`src/rtl/pipelined_parallel_adder.sv`:
```
// WIDTH-bit adder with the carry chain split into STAGES registered segments, valid/ready streaming.
// Define PPA_OVERFLOW_EN to add the registered signed-overflow output Ovf.
module pipelined_parallel_adder #(
  parameter int WIDTH  = 16,
  parameter int STAGES = 4
) (
  input  logic             clk,
  input  logic             rst,
  input  logic             in_valid,
  output logic             in_ready,
  input  logic [WIDTH-1:0] A,
  input  logic [WIDTH-1:0] B,
  input  logic             Cin,
  output logic             out_valid,
  input  logic             out_ready,
  output logic [WIDTH-1:0] Sum,
  output logic             Cout
`ifdef PPA_OVERFLOW_EN
  ,
  output logic             Ovf
`endif
);

  localparam int SEG = WIDTH / STAGES;

  if (STAGES < 1 || STAGES > WIDTH || (WIDTH % STAGES) != 0) begin : g_bad_cfg
    $error("pipelined_parallel_adder: STAGES must be 1..WIDTH and divide WIDTH");
  end

  // Valid/ready: a transfer happens on a rising edge where valid && ready are both high.
  // The whole pipeline moves as one; it stalls only when a result is waiting downstream.
  logic w_adv;
  assign w_adv    = !out_valid || out_ready;
  assign in_ready = rst || w_adv;

  for (genvar k = 0; k < STAGES; k++) begin : g_stg
    // Operand bits still to be added when entering this stage (current segment at bit 0).
    localparam int REM = WIDTH - k * SEG;

    logic [REM-1:0]         w_a;
    logic [REM-1:0]         w_b;
    logic                   w_c;
    logic                   w_v;
    logic [SEG:0]           w_add;
    logic [(k+1)*SEG-1:0]   w_sum_next;
    logic                   r_valid;
    logic                   r_carry;
    logic [(k+1)*SEG-1:0]   r_sum;

    if (k == 0) begin : g_in
      assign w_a        = A;
      assign w_b        = B;
      assign w_c        = Cin;
      assign w_v        = in_valid;
      assign w_sum_next = w_add[SEG-1:0];
    end else begin : g_in
      assign w_a        = g_stg[k-1].g_skew.r_a;
      assign w_b        = g_stg[k-1].g_skew.r_b;
      assign w_c        = g_stg[k-1].r_carry;
      assign w_v        = g_stg[k-1].r_valid;
      assign w_sum_next = {w_add[SEG-1:0], g_stg[k-1].r_sum};
    end

    assign w_add = {1'b0, w_a[SEG-1:0]} + {1'b0, w_b[SEG-1:0]} + {{SEG{1'b0}}, w_c};

    always_ff @(posedge clk) begin
      if (rst) begin
        r_valid <= 1'b0;
        r_carry <= 1'b0;
        r_sum   <= '0;
      end else if (w_adv) begin
        r_valid <= w_v;
        r_carry <= w_add[SEG];
        r_sum   <= w_sum_next;
      end
    end

    // Skew registers carry the not-yet-added operand bits (incl. sign bits) to later stages.
    if (REM > SEG) begin : g_skew
      logic [REM-SEG-1:0] r_a;
      logic [REM-SEG-1:0] r_b;

      always_ff @(posedge clk) begin
        if (rst) begin
          r_a <= '0;
          r_b <= '0;
        end else if (w_adv) begin
          r_a <= w_a[REM-1:SEG];
          r_b <= w_b[REM-1:SEG];
        end
      end
    end
  end

  assign out_valid = g_stg[STAGES-1].r_valid;
  assign Sum       = g_stg[STAGES-1].r_sum;
  assign Cout      = g_stg[STAGES-1].r_carry;

`ifdef PPA_OVERFLOW_EN
  // In the last stage the top bit of each remaining operand segment is the original sign bit.
  logic w_ovf_next;
  logic r_ovf;

  assign w_ovf_next = (g_stg[STAGES-1].w_a[SEG-1] == g_stg[STAGES-1].w_b[SEG-1]) &&
                      (g_stg[STAGES-1].w_add[SEG-1] != g_stg[STAGES-1].w_a[SEG-1]);

  always_ff @(posedge clk) begin
    if (rst) begin
      r_ovf <= 1'b0;
    end else if (w_adv) begin
      r_ovf <= w_ovf_next;
    end
  end

  assign Ovf = r_ovf;
`endif

endmodule

```
`config.mk`:
```
export PLATFORM = sky130hd
export DESIGN_NAME = pipelined_parallel_adder
export DESIGN_NICKNAME = d
export VERILOG_FILES = /design/src/rtl/pipelined_parallel_adder.sv
export SDC_FILE = /design/constraint.sdc
export NUM_CORES = 1
export LEC_CHECK = 0
export BUFFER_PORTS_ARGS = -buffer_cell sky130_fd_sc_hd__buf_2
export CELL_PAD_IN_SITES_DETAIL_PLACEMENT = 0
export CELL_PAD_IN_SITES_GLOBAL_PLACEMENT = 1
export CORE_MARGIN = 1
export CORE_UTILIZATION = 42
export CTS_CLUSTER_SIZE = 28
export DETAILED_ROUTE_END_ITERATION = 10
export PLACE_DENSITY_LB_ADDON = 0.1
export RECOVER_POWER = 100
export SLEW_MARGIN = 25
export SYNTH_ARGS = -nofsm -noshare
export SYNTH_HDL_FRONTEND = slang
export SYNTH_SLANG_ARGS = --single-unit
```
`constraint.sdc`:
```
create_clock -name clk -period 2.1 [get_ports clk]
set_clock_uncertainty 0.1 [all_clocks]
set_input_delay 0.21 -clock clk [delete_from_list [all_inputs] [get_ports clk]]
set_output_delay 0.21 -clock clk [all_outputs]
set_load 0.005 [all_outputs]
```
-- Yosys cells after proc, flatten, opt, wreduce, memory -nomap -nowiden
Index checks and enable logic that the tools add are counted.
Widths: inputs -> output; s select.
- bits of input ports: 37
- logic and storage cells: 29
- register bits: 96
- add/sub/neg operators: 8
- reductions and logical operators: 3
- operators by type and width (kind ; count):
    $add 4x4->5 ; 4
    $add 5x1->5 ; 4
    $logic_or 1x1->1 ; 2
    $logic_not 1->1 ; 1

-- Longest topological paths before layout
Gate-level depths: netlist of run 1.
- depth after elaboration: 3
- gate-level depth with buffers: 6
- gate-level depth less buffers: 6

-- Worst setup path before layout of run 1
OpenSTA, ideal clock, no wires.
- kind: flip-flop to flip-flop
- start: reg g_stg[2].r_carry
- end: reg g_stg[3].r_carry, in the netlist Cout
- stages on the path, launching flop included: 6
- arrival time: 1609 ps
- setup time: 122 ps
- slack: 269 ps
- clock period less this slack: 1831 ps
- buffers on the path: 0
- data required time: 1878 ps
- path through: dfxtp_1 -> fa_1 -> fa_1 -> a21o_1 -> a211oi_1 -> nor3_1
- cells in the longest elaborated chain, start to end: 1
- ends and longest elaborated chain (what ; RTL line ; RTL):
    start, declared ; 47 ; logic r_carry;
    start signal, assigned ; 73 ; r_carry <= w_add[SEG];
    $add 5x1->5 ; 64 ; assign w_add = {1'b0, w_a[SEG-1:0]} + {1'b0, w_b[SEG-1:0]} + {{SEG{1'b0}}, w_c};
    end signal, assigned ; 73 ;
    end, declared ; 47 ;
Every way passes these cells.
A chain may end at the register's enable or synchronous reset.

-- Worst setup path in the final report of run 1
Ends and elaborated chain as after synthesis.

==> results of run 1 <==
## worst max-delay path, cell delays in order, from the launching register on
cell      delay (ns)
dfxtp_1         0.33
fa_1            0.46
fa_1            0.41
a21o_1          0.20
a211oi_1        0.23
nor3_1          0.07
## state kept, by name, summed over array words and instances, names as in the netlist
name and flops:
Sum 16, out_valid 1, Cout 1, g_stg.r_valid 3
g_stg.g_skew.r_b 24, g_stg.g_skew.r_a 24, g_stg.r_sum 24, g_stg.r_carry 3
## where the power goes
part	internal (mW)	total, mW	switching, mW
clock network	0.550	1.17	0.621
logic	0.163	0.326	0.163
registers	1.92	1.97	0.0553
total	2.63	3.47	0.840
## worst min path at each step
stage | start | endpoint | cells past startpoint
2_1_floorplan | A[4] | g_stg[0].g_skew.r_a[0] | 2
3_3_place_gp | Sum[4] | Sum[4] | 2
3_5_place_dp | Sum[0] | Sum[0] | 2
4_1_cts | A[5] | g_stg[0].g_skew.r_a[1] | 3
5_1_grt | B[9] | g_stg[0].g_skew.r_b[5] | 3
6_report | A[5] | g_stg[0].g_skew.r_a[1] | 3
## through the flow
step	instance area (um2)	hold slack [ns]	instances	utilization	power [mW]
after floorplan	4010	0.250	471	-	2.22
after global placement	4280	0.339	629	0.463	2.32
after CTS	4690	0.00171	667	0.507	3.53
after global routing	4640	0.00341	667	0.502	3.65
after detailed placement	4280	0.342	629	0.463	2.32
final	4640	0.0162	667	0.502	3.47
## cell type report
| cell class | count | area [um2] | share of cell area |
|---|---|---|---|
| Multi-Input combinational cell | 331 | 1770 | 0.381 |
| Inverter | 11 | 41.3 | 0.00890 |
| Sequential cell | 96 | 1920 | 0.414 |
| Timing Repair Buffer | 84 | 557 | 0.120 |
| Tap cell | 129 | 161 | 0.0348 |
| Clock buffer | 11 | 131 | 0.0283 |
| Clock inverter | 5 | 57.6 | 0.0124 |
## Yosys cell counts, drive strengths merged
| master | count |
|---|---|
| dfxtp | 96 |
| o211ai | 4 |
| inv | 11 |
| a221oi | 1 |
| fa | 8 |
| ha | 12 |
| a21o | 4 |
| a21oi | 86 |
| o21ai | 3 |
| clkbuf | 7 |
| nor3 | 1 |
| nand2b | 5 |
| buf | 26 |
| or3 | 3 |
| nand3b | 6 |
| a211oi | 8 |
| nor2b | 4 |
| a2111o | 4 |
| nand2 | 165 |
| xnor2 | 4 |
| nor2 | 13 |
## layer usage
layer	GRT usage	part of all wire	up-vias
li1	-	-	1663
met1	0.233	0.51	1427
met2	0.284	0.46	38
met3	0.0253	0.022	6
met4	0.0645	0.010	0
met5	0	0	-
## cells by family (layout without fill, tap and decap cells)
logic type,Yosys count,in the layout,share of synthesized area
AOI/OAI and AO/OA,110,110,0.161
xor gates and xnor gates,4,4,0.00875
and+or+nand+nor,197,197,0.199
buffers and inverters,44,111,0.0740
adders and majority gates,20,20,0.0775
DFF,96,96,0.480
==> key figures, run 1 <==
Outcome
  • Status: finished clean

Yosys
  • Yosys reg bits: 96
  • Post-Syn Area: 4010 um2
  • Register area share after synthesis: 0.480
  • Synth top area cells: dfxtp_1 48%, nand2_1 15%, a21oi_1 11%, fa_1 4.0%, ha_1 3.7%
  • Synthesized Nets: 528
  • Ys Warns: 0
  • Area leader, netlist: dfxtp_1
  • Mapped Cells: around 470
  • Synth top area share: 0.480
  • Avg Cell Area, Syn: roughly 8.5 um2
  • Distinct cell type count after synthesis: 25

Drt
  • Iter 0 DRT Violations: 94
  • Total wire length: 8030 um
  • Vias/cell: 4.70
  • ANT nets after route: 0
  • WL per Instance: 12.0 um
  • Drt first pass iters: 4
  • Drt drc: 0
  • Routed via count: 3134

Setup path
  • Crit path DAT: 2.04 ns
  • Element type at the critical path start: flop
  • Worst r2r src: g_stg[2].r_carry
  • Worst Setup EP: Cout
  • FF-to-FF path depth: 5
  • FF-to-FF setup slack: 0.17 ns
  • R2r endpoint: Cout
  • CP Capture Type: flop
  • CP Max Fanout: 2
  • Crit. Startpoint: g_stg[2].r_carry
  • CP Class: reg -> reg
  • WP data required: 2.21 ns

Flow run
  • Max_cap viols: 0

Timing
  • Slew margin rel.: 0.393
  • Max Fclk: around 520 MHz
  • Final Critical Period: ~1.9 ns
  • Setup TNS: 0 ns
  • Worst slew pin tran: 0.911 ns
  • Max-slew violation count: 0
  • Final hold vios: 0
  • Finish-stage setup viols: 0
  • Period utilisation layout: 0.920
  • Worst Setup Slack, final: around 0.17 ns
  • RSZ-0062 raised after global routing: no

Power and ir drop
  • PD cells: 749 nW/um2
  • Leak pwr: 1.90 nW
  • Worst IR Drop VDD: roughly 280 uV

CTS
  • Clock Latency Late Sink: 0.35 ns
  • Cts repair resizes: 0
  • Clock transition at path regs: 0.09 ns
  • CTS tree: yes
  • Clk buf depth: 2
  • Post-CTS Setup Inserts: 0
  • H-Tree Depth: 3
  • Clock sink count: 96
  • Num CTS Buffers: 9
  • Root Buffer: clkbuf_8
  • Hold Buf Count CTS: 22

Floorplanning
  • Die Y: ~100 um
  • Starting Density: 0.433
  • Core ar.: between 9000 and 10000 um2
  • Die area: 9930 um2
  • Num rows: 35
  • Die Width: 99.7 um
  • # IOs: 56

Final layout
  • Most common cell after layout, fill and taps aside: nand2_1
  • Layout cells sized above 1: 0.125
  • Most frequent cells in the layout: 165 x nand2_1, 96 x dfxtp_1, 86 x a21oi_1
  • Filler cell count in the final layout: 965
  • # diodes: 0
  • Nets: 590
  • Area delta synth->final: 15.8%

GRT
  • First-pass GRT wire length: 13700 um
  • Initial antenna violation count: 0
  • Grt ovf: 0
  • Largest net degree at the start of global routing: 64
  • Number of global-route vias before repair: about 2900
  • Total global-route track usage: 0.173

Placement
  • IO Port Bufs: between 50 and 60
  • Pre-CTS setup slack: 0.152 ns
  • HPWL after detailed placement: 5360 um
  • Placer Congestion: around 0.74

Hold path
  • Min-delay worst type: in -> reg
Note: power is estimated with default switching activity, not from simulation.
==> run 2: changes to the inputs <==
--- a/config.mk
+++ b/config.mk
@@ -10,10 +10,9 @@
 export CELL_PAD_IN_SITES_GLOBAL_PLACEMENT = 1
 export CORE_MARGIN = 1
 export CORE_UTILIZATION = 42
-export CTS_CLUSTER_SIZE = 28
+export CTS_CLUSTER_SIZE = 40
 export DETAILED_ROUTE_END_ITERATION = 10
 export PLACE_DENSITY_LB_ADDON = 0.1
-export RECOVER_POWER = 100
 export SLEW_MARGIN = 25
 export SYNTH_ARGS = -nofsm -noshare
 export SYNTH_HDL_FRONTEND = slang
==> constraint.sdc (replaced) <==
create_clock -name clk -period 1.9 [get_ports clk]
set_clock_uncertainty 0.1 [all_clocks]
set_input_delay 0.19 -clock clk [delete_from_list [all_inputs] [get_ports clk]]
set_output_delay 0.19 -clock clk [all_outputs]
set_load 0.005 [all_outputs]
==> run 2 against run 1 <==
  * Cell area rose by 3.5%
  * Power increased by 17%
  * Global-route usage up 0.42 points
  * Clock-buffer cell count down 1
  * Fmax grew 9.2%
  * First-iteration DRC count down 7.4%
  * Critical endpoint unchanged
  * Largest power group unchanged
  * Highest routed layer unchanged
==> key figures, run 2 (synthesis results as in run 1) <==
Setup path
  • Element type at the critical path start: flop
  • CP Capture Type: flop
  • WP data required: about 2.0 ns
  • CP Max Fanout: 2
  • FF-to-FF setup slack: 0.13 ns
  • CP Class: reg -> reg
  • Crit path DAT: ~1.9 ns

GRT
  • Number of global-route vias before repair: ~3000
  • Initial antenna violation count: 0
  • First-pass GRT wire length: 14000 um
  • Largest net degree at the start of global routing: 65
  • Grt ovf: 0
  • Total global-route track usage: 0.178

Placement
  • Placer Congestion: 0.738
  • HPWL after detailed placement: 5480 um
  • Placed cell count: ~630
  • IO Port Bufs: 55

Power and ir drop
  • P_sw: 0.896 mW
  • Leak pwr: 2.03 nW
  • Combinational cell fraction of total power: 0.095
  • Worst IR Drop VDD: 411 uV
  • Clk pwr share: 0.369
  • Sw Ratio: 0.220
  • PD cells: 848 nW/um2
  • Share of power burned in registers: 0.536
  • Internal power: 3.17 mW

CTS
  • CTS tree: yes
  • Clk buf depth: 2
  • Clock transition at path regs: 0.09 ns
  • Clock Latency Late Sink: 0.35 ns
  • Clock sink count: 96
  • H-Tree Depth: 3
  • Num CTS Buffers: 9
  • Root Buffer: clkbuf_8

Drt
  • WL per Instance: 12.4 um
  • Routed via count: 3153
  • Total wire length: 8290 um
  • Iter 0 DRT Violations: 87
  • Vias/cell: roughly 4.7
  • Drt drc: 0
  • ANT nets after route: 0
  • Drt first pass iters: 4

Timing
  • Max-slew violation count: 0
  • Final hold vios: 0
  • Final Critical Period: 1.77 ns
  • Slew margin rel.: 0.689
  • Worst slew pin tran: about 0.47 ns
  • Period utilisation layout: 0.931
  • Finish-stage setup viols: 0
  • Max Fclk: between 500 and 600 MHz
  • RSZ-0062 raised after global routing: no
  • Setup TNS: 0 ns

Floorplanning
  • Num rows: 35
  • Core ar.: roughly 9200 um2
  • Die Width: roughly 100 um
  • # IOs: 56
  • Die area: between 9000 and 10000 um2
  • Starting Density: 0.433
  • Die Y: 99.7 um

Final layout
  • Finished Layout Cells: 671
  • # diodes: 0
  • Biggest regs: g_stg.g_skew.r_a: 24 flops, g_stg.g_skew.r_b: 24 flops, g_stg.r_sum: 24 flops
  • Layout cells sized above 1: 0.168
  • Nets: between 500 and 600
  • Most frequent cells in the layout: 165 x nand2_1, 96 x dfxtp_1, 86 x a21oi_1
  • Area delta synth->final: 19.8%
  • Most common cell after layout, fill and taps aside: nand2_1
  • Filler cell count in the final layout: 950

Outcome
  • Status: finished clean

Flow run
  • Max_cap viols: 0

Hold path
  • Min-delay worst type: in -> reg
==> run 2: changes by cell type in the layout (fill, tap and decap cells not counted), sizes merged <==
cell,delta
buf,+16
bufinv,+2
clkbuf,-13
clkinvlp,-3
dlygate4sd3,+2
==> run 2: repair_timing <==
action / 4_1_cts / 5_1_grt
hold buffers: 24 / 0
endpoints found under the hold margin: 24 / 0
setup endpoints to repair: 1 / 2
setup buffers: 0 / 0
resized for setup: 1 / 4
pin swaps: 0 / 1
==> run 2: power by group through the flow <==
stage                     clock network [mW]  registers [mW]  logic (mW)
after global routing                    1.62            2.20       0.439
after global placement                     0            2.23       0.342
after floorplan                            0            2.21       0.239
final                                   1.50            2.18       0.385
after CTS                               1.55            2.18       0.386
after detailed placement                   0            2.23       0.346
==> run 2: area by class of cell <==
class / instances / area [um2] / area share
clock buffers: 10 / 128 / 0.0266
clock inverters: 4 / 95.1 / 0.0198
inverters: 11 / 41.3 / 0.00861
multi-input cells: 331 / 1810 / 0.378
flip-flops and latches: 96 / 1920 / 0.401
well taps: 129 / 161 / 0.0336
repair buffers: 90 / 636 / 0.132
==> run 2: path summary, 6_finish.rpt <==
check              startpoint                endpoint  cells past startpoint
max          g_stg[2].r_carry                    Cout                      5
min                      A[4]  g_stg[0].g_skew.r_a[0]                      3
max reg2reg  g_stg[2].r_carry                    Cout                      5
min reg2reg            Sum[0]                  Sum[0]                      2
==> run 2: routing by layer <==
layer | global-route usage | wire length (um) | vias to the layer above
li1 | - | - | 1673
met5 | 0 | 0 | -
met1 | 0.236 | 4150 | 1430
met4 | 0.0611 | 104 | 0
met3 | 0.0253 | 159 | 9
met2 | 0.296 | 3870 | 41
==> run 2: worst max-delay path, stage by stage, from the launching register on <==
cell	delay, ns
dfxtp_1	0.34
fa_2	0.41
fa_2	0.35
a21o_1	0.19
a211oi_2	0.20
nor3_1	0.07
==> run 2: stage by stage <==
step | utilization | area [um2] | total power, mW | setup slack (ns) | hold WS (ns)
after detailed placement | 0.467 | 4320 | 2.58 | -0.0129 | 0.338
after global routing | 0.519 | 4800 | 4.26 | 0.0323 | 0.0164
final | 0.519 | 4800 | 4.07 | 0.131 | 0.0182
after floorplan | - | 4010 | 2.45 | 0.0693 | 0.230
after CTS | 0.518 | 4780 | 4.12 | 0.0431 | 0.00823
after global placement | 0.467 | 4320 | 2.57 | 0.0142 | 0.334
==> run 3: changes to the inputs <==
--- a/config.mk
+++ b/config.mk
@@ -12,6 +12,7 @@
 export CORE_UTILIZATION = 42
 export CTS_CLUSTER_SIZE = 40
 export DETAILED_ROUTE_END_ITERATION = 10
+export HOLD_SLACK_MARGIN = 0.1
 export PLACE_DENSITY_LB_ADDON = 0.1
 export SLEW_MARGIN = 25
 export SYNTH_ARGS = -nofsm -noshare
==> run 3 against run 2 <==
  * Power hardly changed
  * Via count up 0.32%
  * Worst hold slack improved by 0.16 ns
  * Global-route usage about the same
  * Setup slack barely moved
  * Clock power about the same
  * Cell count increased by 0.15%
  * Combinational power about the same
  * Register-to-register slack barely moved
  * Critical path depth unchanged
  * Critical path type unchanged
  * Critical endpoint unchanged
  * Largest power group unchanged
==> key figures, run 3 (synthesis results as in run 1) <==
Placement
  • Placer Congestion: 0.738
  • IO Port Bufs: 55
  • Pre-CTS setup slack: -0.0129 ns
  • Placed Area: 4320 um2
  • HPWL after detailed placement: between 5000 and 6000 um

Power and ir drop
  • Leak pwr: 2.03 nW
  • Clk pwr share: 0.369
  • Worst IR Drop VDD: 411 uV
  • Sw Ratio: 0.220
  • Share of power burned in registers: 0.536
  • Pwr Total: roughly 4.1 mW
  • Combinational cell fraction of total power: 0.095
  • Internal power: 3.18 mW
  • PD cells: about 850 nW/um2
  • P_sw: about 0.90 mW

Timing
  • Max-slew violation count: 0
  • RSZ-0062 raised after global routing: no
  • Slew margin rel.: 0.689
  • Final hold vios: 0
  • Max Fclk: 565 MHz
  • Hold_ws: 0.174 ns
  • Period utilisation layout: 0.931
  • Worst Setup Slack, final: 0.131 ns
  • Final Critical Period: 1.77 ns
  • Finish-stage setup viols: 0
  • Worst slew pin tran: 0.466 ns

GRT
  • Grt ovf: 0
  • Total global-route track usage: 0.177
  • Largest net degree at the start of global routing: 65
  • Number of global-route vias before repair: 3000
  • Initial antenna violation count: 0
  • First-pass GRT wire length: 14000 um

CTS
  • H-Tree Depth: 3
  • Clk buf depth: 2
  • Clock sink count: 96
  • CTS tree: yes
  • Root Buffer: clkbuf_8
  • Clock Latency Late Sink: 0.35 ns
  • Clock transition at path regs: 0.09 ns
  • Post-CTS Setup Inserts: 0
  • Num CTS Buffers: 9

Drt
  • Drt drc: 0
  • Routed via count: roughly 3200
  • Total wire length: slightly above 8000 um
  • WL per Instance: approximately 12 um
  • Iter 0 DRT Violations: 73
  • ANT nets after route: 0
  • Drt first pass iters: 4
  • Vias/cell: 4.71

Setup path
  • Crit path DAT: roughly 1.9 ns
  • CP Class: reg -> reg
  • WP data required: 2.02 ns
  • CP Max Fanout: 2
  • CP Capture Type: flop
  • Element type at the critical path start: flop

Flow run
  • Max_cap viols: 0

Hold path
  • Min-delay worst type: in -> reg

Floorplanning
  • Core ar.: roughly 9200 um2
  • Die Y: 99.7 um
  • # IOs: between 50 and 60
  • Starting Density: 0.433
  • Die Width: approximately 100 um
  • Num rows: 35
  • Die area: 9930 um2

Final layout
  • Most frequent cells in the layout: 165 x nand2_1, 96 x dfxtp_1, 86 x a21oi_1
  • Nets: 597
  • Biggest regs: g_stg.g_skew.r_a: 24 flops, g_stg.g_skew.r_b: 24 flops, g_stg.r_sum: 24 flops
  • Design Area, Final: roughly 4800 um2
  • Area delta synth->final: 20.0%
  • Final core occ: 0.520
  • # diodes: 0
  • Most common cell after layout, fill and taps aside: nand2_1
  • Layout cells sized above 1: 0.168

Outcome
  • Status: finished clean
## run 3: cell count changes in the layout (fill, tap and decap cells not counted), sizes merged
cell         previous run  this run
dlygate4sd3            24        25
## run 3: worst paths after layout
path	cells past startpoint	end	from	slack, ns
worst max-delay path	5	Cout	g_stg[2].r_carry	0.13
worst min-delay path	2	out_valid	rst	0.17
worst max register to register	5	Cout	g_stg[2].r_carry	0.13
worst min register to register	2	Sum[0]	Sum[0]	0.35
## run 3: layer usage
metal | track usage | vias up | part of all wire
met4 | 0.0611 | 0 | 0.013
met1 | 0.233 | 1438 | 0.50
met5 | 0 | - | 0
li1 | - | 1675 | -
met3 | 0.0253 | 9 | 0.019
met2 | 0.298 | 41 | 0.47
## run 3: area by class of cell
type | instances | area (um2)
sequential | 96 | 1920
inverter | 11 | 41.3
clock inverter | 4 | 95.1
fill | 947 | 4430
tap | 129 | 161
clock buffer | 10 | 128
multi-input combinational | 331 | 1810
timing repair buffer | 91 | 646
## run 3: worst max-delay path, cell delays in order, from the launching register on
cell	delay, ns
dfxtp_1	0.34
fa_2	0.41
fa_2	0.35
a21o_1	0.19
a211oi_2	0.20
nor3_1	0.07
## run 3: metrics by stage
stage / std cells / TNS (ns)
after global routing: 672 / 0
after floorplan: 471 / 0
after global placement: 633 / 0
final: 672 / 0
after CTS: 672 / 0
after detailed placement: 633 / -0.0129
## run 3: what timing repair did
item / CTS / global route
hold endpoints to repair: 25 / 0
gates resized for setup: 1 / 4
pin swaps: 0 / 1
setup endpoints to repair: 1 / 2
gates cloned: 0 / 0
hold buffers: 25 / 0
## run 3: power groups by stage
stage	combinational, mW	sequential, mW	clock (mW)
final	0.387	2.18	1.50
after global routing	0.441	2.20	1.62
after CTS	0.388	2.18	1.55
after detailed placement	0.346	2.23	0
after global placement	0.342	2.23	0
after floorplan	0.239	2.21	0
